==> config.mk <==
export PLATFORM = sky130hd
export DESIGN_NAME = hazard_dest_tracker
export DESIGN_NICKNAME = d
export VERILOG_FILES = /design/src/rtl/hazard_dest_tracker.sv
export SDC_FILE = /design/constraint.sdc
export NUM_CORES = 1
export LEC_CHECK = 0
export BUFFER_PORTS_ARGS = -buffer_cell sky130_fd_sc_hd__clkbuf_2
export CAP_MARGIN = 20
export CORE_MARGIN = 1
export CORE_UTILIZATION = 45
export CTS_CLUSTER_SIZE = 28
export DETAILED_ROUTE_END_ITERATION = 10
export PLACE_DENSITY_LB_ADDON = 0.2
export SETUP_SLACK_MARGIN = 0.3
export SYNTH_ARGS = -nofsm -noshare
export SYNTH_HDL_FRONTEND = slang
export SYNTH_SLANG_ARGS = --single-unit
export TNS_END_PERCENT = 10
==> constraint.sdc <==
create_clock -name clk -period 2.5 [get_ports clk]
set_input_delay 0 -clock clk [delete_from_list [all_inputs] [get_ports clk]]
set_output_delay 0 -clock clk [all_outputs]
set_load 0.1 [all_outputs]
==> src/rtl/hazard_dest_tracker.sv <==
// Destination-register tracker for the 5-stage pipeline: carries rd/write-enable
// through ID/EX, EX/MEM and MEM/WB and flags RAW hazards against the decoding instruction.
module hazard_dest_tracker #(
  parameter int unsigned REG_W     = 3,
  parameter int unsigned WB_BYPASS = 1,
  parameter int unsigned CNT_W     = 16
) (
  input  logic             clk,
  input  logic             rst_n,
  input  logic             id_valid,
  input  logic [REG_W-1:0] id_rd,
  input  logic             id_rd_write,
  input  logic [REG_W-1:0] id_rs,
  input  logic [REG_W-1:0] id_rt,
  input  logic             id_rs_used,
  input  logic             id_rt_used,
  input  logic             flush,
  input  logic             cnt_clr,
  output logic             stall,
  output logic [REG_W-1:0] rd_idex,
  output logic [REG_W-1:0] rd_exmem,
  output logic [REG_W-1:0] rd_memwb,
  output logic             wr_idex,
  output logic             wr_exmem,
  output logic             wr_memwb,
  output logic [CNT_W-1:0] stall_cnt
);

  localparam logic [CNT_W-1:0] CntMax = {CNT_W{1'b1}};
  localparam logic             CheckMemWb = (WB_BYPASS == 0);

  logic             hitRs;
  logic             hitRt;
  logic [REG_W-1:0] idexRdNext;
  logic             idexWrNext;

  // Source match against every in-flight producer; MEM/WB only when the regfile can't bypass
  always_comb begin
    hitRs = (wr_idex  && (rd_idex  == id_rs)) ||
            (wr_exmem && (rd_exmem == id_rs)) ||
            (CheckMemWb && wr_memwb && (rd_memwb == id_rs));
    hitRt = (wr_idex  && (rd_idex  == id_rt)) ||
            (wr_exmem && (rd_exmem == id_rt)) ||
            (CheckMemWb && wr_memwb && (rd_memwb == id_rt));
  end

  assign stall = id_valid & ~flush & ((id_rs_used & hitRs) | (id_rt_used & hitRt));

  // ID/EX load: flushed, stalled or empty decode all become a bubble
  always_comb begin
    idexRdNext = '0;
    idexWrNext = 1'b0;
    if (!flush && !stall && id_valid) begin
      idexRdNext = id_rd;
      idexWrNext = id_rd_write;
    end
  end

  always_ff @(posedge clk or negedge rst_n) begin
    if (!rst_n) begin
      rd_idex  <= '0;
      rd_exmem <= '0;
      rd_memwb <= '0;
      wr_idex  <= 1'b0;
      wr_exmem <= 1'b0;
      wr_memwb <= 1'b0;
    end else begin
      rd_memwb <= rd_exmem;
      wr_memwb <= wr_exmem;
      rd_exmem <= rd_idex;
      wr_exmem <= wr_idex;
      rd_idex  <= idexRdNext;
      wr_idex  <= idexWrNext;
    end
  end

  // Saturating stall-cycle counter, clear wins over increment
  always_ff @(posedge clk or negedge rst_n) begin
    if (!rst_n) begin
      stall_cnt <= '0;
    end else if (cnt_clr) begin
      stall_cnt <= '0;
    end else if (stall && (stall_cnt != CntMax)) begin
      stall_cnt <= stall_cnt + CNT_W'(1);
    end
  end

endmodule

Yosys cells after proc, flatten, opt, wreduce, memory -nomap -nowiden. Cells that the tools add are included.

Register bits: 28. Input bits: 17. Output and inout port bits: 29. Logic and storage cells: 35.

$add $sub $neg: 1. Eq/ne operators: 5. Muxes and demuxes: 4. Bitwise operators: 6. Reduce and logical (&&, ||, !) cells: 12.

Operators by type and width (count): 2-to-1 mux 16 bit (2); adder 16 x 1 -> 16 bit (second input constant) (1); inequality test 16 bit (second input constant) (1); == test 3 bit (4); logical AND 1 bit (7); bitwise AND 1 bit (4); 2-to-1 mux 3 bit (1); zero test 1 bit (2); logical OR 1 bit (2); nonzero test 2 bit (1); 2-to-1 mux 1 bit (1); NOT 1 bit (1); OR 1 bit (1).

Logic depth before layout (Yosys ltp).
Word-level depth: 10. Gate-level depth with buffers: 8. Gate-level depth less buffers: 7.

Worst setup path after synthesis. OpenSTA, ideal clock, no wires.

Path type: flip-flop to flip-flop. Start point: register rd_idex[1]. End point: register stall_cnt[3]. Setup time: 66 ps. Data arrival time: 2508 ps. Slack: -74 ps. Cell stages (with the launch flop): 8. Cell sequence: dfrtp_1 -> xnor2_1 -> nand4_1 -> a221oi_2 -> nor2_2 -> buf_6 -> or4_1 -> nand2_1.

Word-level cells in the longest chain between the ends: 8.

Ends and longest elaborated chain: start: declaration (line 20) `output logic [REG_W-1:0] rd_idex,`; start signal: assignment (line 72) `rd_idex <= idexRdNext;`; == test 3 bit, on equally long branches (line 39, 42); logical AND 1 bit, on equally long branches (line 39, 42); logical OR 1 bit, on equally long branches (line 39, 42); bitwise AND 1 bit (line 47) `assign stall = id_valid & ~flush & ((id_rs_used & hitRs) | (id_rt_used & hitRt));`; OR 1 bit (*) (line 47); bitwise AND 1 bit (*) (line 47); logical AND 1 bit (*) (line 83) `end else if (stall && (stall_cnt != CntMax)) begin`; nonzero test 2 bit (no line) (*); end signal: assignment (line 84) `stall_cnt <= stall_cnt + CNT_W'(1);`; end: declaration (line 26) `output logic [CNT_W-1:0] stall_cnt`.

Mark *: on every way between the ends. The rest lies on a longest branch, timed or not. A chain may end at the register's enable or synchronous reset.

Worst setup path in the final report.
Start point: register rd_idex[0]. End point: register stall_cnt[5].

Same word-level chain as after synthesis.

==> flow_metrics.tcl <==
set metrics [dict create \
    gr-usage-met1_pct 27.3 \
    worst_pin_slew_ps 691 \
    final_hold_viol_count 0 \
    gp_congestion 0.832 \
    required_ps 2770 \
    overflow 0 \
    cts.reportedPaths.clkPinSlew_ps 150 \
    grt-busiest-layer "met2" \
    switchingPower_uw 241 \
    crit_type "reg -> reg" \
    rr_endpoint "stall_cnt[5]" \
    insertion_delay_ps 330 \
    grt_max_degree 29 \
    ys_ff_latch 28 \
    portBuffers 45 \
    layout.nets 207 \
    grt_pass1_vias 1184 \
    grt_pass1_wl_mm 5.30 \
    netlist_instances 135 \
    rsz0062_at_grt "true" \
    insertedDiodeCount 0 \
    synth_top_cell_by_area "dfrtp_1" \
    p_seq_share_pct 56.9 \
    path_delay_family "simple AND/OR/NAND/NOR gates" \
    cp-end-kind "flip-flop" \
    hp-class "in -> reg" \
    p_leak_uw 0.000756 \
    cp_max_fo 12 \
    synth_area_leaders "dfrtp_1, xnor2_1, a21oi_1" \
    die_x_um 57.5 \
    cts_tree "yes" \
    status "finished, violations left" \
    core-area_um2 2830 \
    setup_tns_ps 0 \
    synth_common_cells "dfrtp_1, xnor2_1, nand2_1, a21oi_1, nor2_1" \
    grtUsageMet2_pct 34.6 \
    whs_ps 66.8 \
    vias 1215 \
    pwr-share-comb_pct 15.9 \
    yosys.area.top_type_share_pct 50.6 \
    final_max_slew_viol_count 0 \
    syn_avg_cell_area_um2 10.3 \
    std_cell_rows 19 \
    dp_hpwl_mm 2.28 \
    clockRootBuffer "clkbuf_4" \
    r2r_setup_slack_ps 320 \
    dieArea_um2 3300 \
    synth_area_um2 1380 \
    syn_nets 153 \
    max-slew-margin-rel_pct 54.0 \
    min_path_cells 2 \
    reg2reg_from "rd_idex[0]" \
    cp.buffers_inverters 0 \
    synth_warnings 0 \
    firstDrtPassIters 7 \
    clock-sinks 28 \
    clk_path_buf_depth 2 \
    final.setup_skew_ps 2.95 \
    grt_util_all_layers_pct 20.8 \
    async_reset_ff_share_pct 100 \
    antenna_found_initial 0 \
    cp_cell_sequence "xnor2_1, nand4_1, a221oi_4, nor2_2, or4_1, a21oi_1" \
    ant_nets 0 \
    critPathCapture "stall_cnt[5]" \
    final-setup-viol-count 0 \
    critPathArrivalTime_ps 2450 \
    drive_above_1_share_pct 44.1 \
    drt_iter0_drc 38 \
    synthFlopType "dfrtp_1" \
    synth-edff-count 0 \
    post-route-drc-count 2 \
    cp_num_cells 6 \
    fin_crit_sh_pct 87.2 \
    ios 46 \
    cts_inserted_buffers 3 \
    htreeDepth 1 \
    synth_most_common_cell "dfrtp_1" \
    synth.distinct_cells 30 \
    rr_worst_depth 6 \
    max_stage_delay_ps 530 \
    ys_seq_area_share_pct 50.6 \
    wirelength_mm 3.15 \
    swShare_pct 29.1 \
    fmax_mhz 459 \
    crit_slowest_cell "dfrtp_4" \
    die_h_um 57.5 \
    power.internal_uw 587 \
    layout-area-overhead-vs-synth_pct 31.8 \
    startpoint_type "flip-flop" \
    grtUsageMet3_pct 2.72 \
    max-vdd-ir-drop_mv 0.256 \
    clkPwrFrac_pct 27.2 \
    maxCapViolCount 0 \
    period_needed_ps 2180 \
    cp-startpoint "rd_idex[0]" \
    start_util_pct 48.9 \
    violations "DRC" \
    avgRoutedWirePerCell_um 14.4 \
    vias_per_cell 5.55 \
    p_per_area_nw_per_um2 454 \
]
## cells by family (layout without fill, tap and decap cells)
logic type	after synthesis	after routing	synth area share, %
flip-flops	28	28	50.6
AND/OR/NAND/NOR	57	57	21.9
buffers and inverters	4	57	1.72
AO/OA/AOI/OAI	26	26	12.6
multiplexers	2	2	1.54
XOR/XNOR	17	17	10.8
adder cells (fa/ha/maj)	1	1	0.904
## layout make-up
| class | instances | area, um^2 |
|---|---|---|
| Inverter | 1 | 3.75 |
| Tap cell | 31 | 38.8 |
| Fill cell | 232 | 1000 |
| Timing Repair Buffer | 52 | 293 |
| Clock buffer | 4 | 36.3 |
| Multi-Input combinational cell | 103 | 702 |
| Sequential cell | 28 | 751 |
## state kept, by name (all words and copies together), names as in the netlist
name       count
wr_exmem       1
rd_memwb       3
rd_exmem       3
wr_memwb       1
rd_idex        3
stall_cnt     16
wr_idex        1
## layer usage
| metal | vias up | share of wire, % |
|---|---|---|
| met5 | - | 0 |
| met4 | 0 | 1.4 |
| met3 | 5 | 3.2 |
| met2 | 28 | 49 |
| met1 | 587 | 46 |
| li1 | 595 | - |
## power groups by stage
| stage | clock network, uW | logic (uW) | registers (uW) |
|---|---|---|---|
| 2_1_floorplan | 0 | 27.9 | 540 |
| 3_3_place_gp | 0 | 124 | 480 |
| 3_5_place_dp | 0 | 125 | 480 |
| 4_1_cts | 232 | 131 | 471 |
| 5_1_grt | 249 | 140 | 473 |
| 6_report | 226 | 132 | 471 |
## cells in the final DEF (no fill, tap or decap), types with 2 or more instances in the layout
master	synthesis	routed
a21oi_1	9	9
a221oi_4	0	2
and2_1	4	4
buf_4	0	2
clkbuf_2	0	44
clkbuf_4	0	4
dfrtp_1	28	4
dfrtp_2	0	16
dfrtp_4	0	8
dlygate4sd3_1	0	5
nand2_1	12	12
nand3_1	6	6
nand4_1	6	6
nor2_1	8	8
nor2b_1	5	5
nor3_1	3	2
o21ai_0	6	6
o31ai_1	5	5
or3_1	4	4
or4_1	6	6
xnor2_1	14	14
xor2_1	3	3
## metrics by stage
step	total power [uW]	cell area, um^2	cells	util (%)	worst slack, ps
2_1_floorplan	568	1440	135	-	315
5_1_grt	862	1820	219	64.5	170
3_3_place_gp	604	1680	208	59.4	371
4_1_cts	835	1770	217	62.7	283
3_5_place_dp	605	1680	208	59.4	323
6_report	829	1820	219	64.5	319
## how the worst min path moves through the flow
| stage | startpoint | to | slack, ps |
|---|---|---|---|
| after detailed placement | rst_n | rd_memwb[0] | 70 |
| after CTS | cnt_clr | stall_cnt[5] | 50 |
| after global placement | rst_n | rd_memwb[1] | 60 |
| final | cnt_clr | stall_cnt[9] | 70 |
| after floorplan | rst_n | rd_memwb[0] | -300 |
| after global routing | cnt_clr | stall_cnt[12] | 60 |
## what timing repair did
item | 4_1_cts | 5_1_grt
gates resized for setup | 1 | 6
hold endpoints to repair | 32 | 0
pin swaps | 0 | 3
hold buffers | 5 | 0
buffers inserted | 0 | 2
endpoints found under the setup margin | 2 | 11
Note: power is estimated with default switching activity, not from simulation.
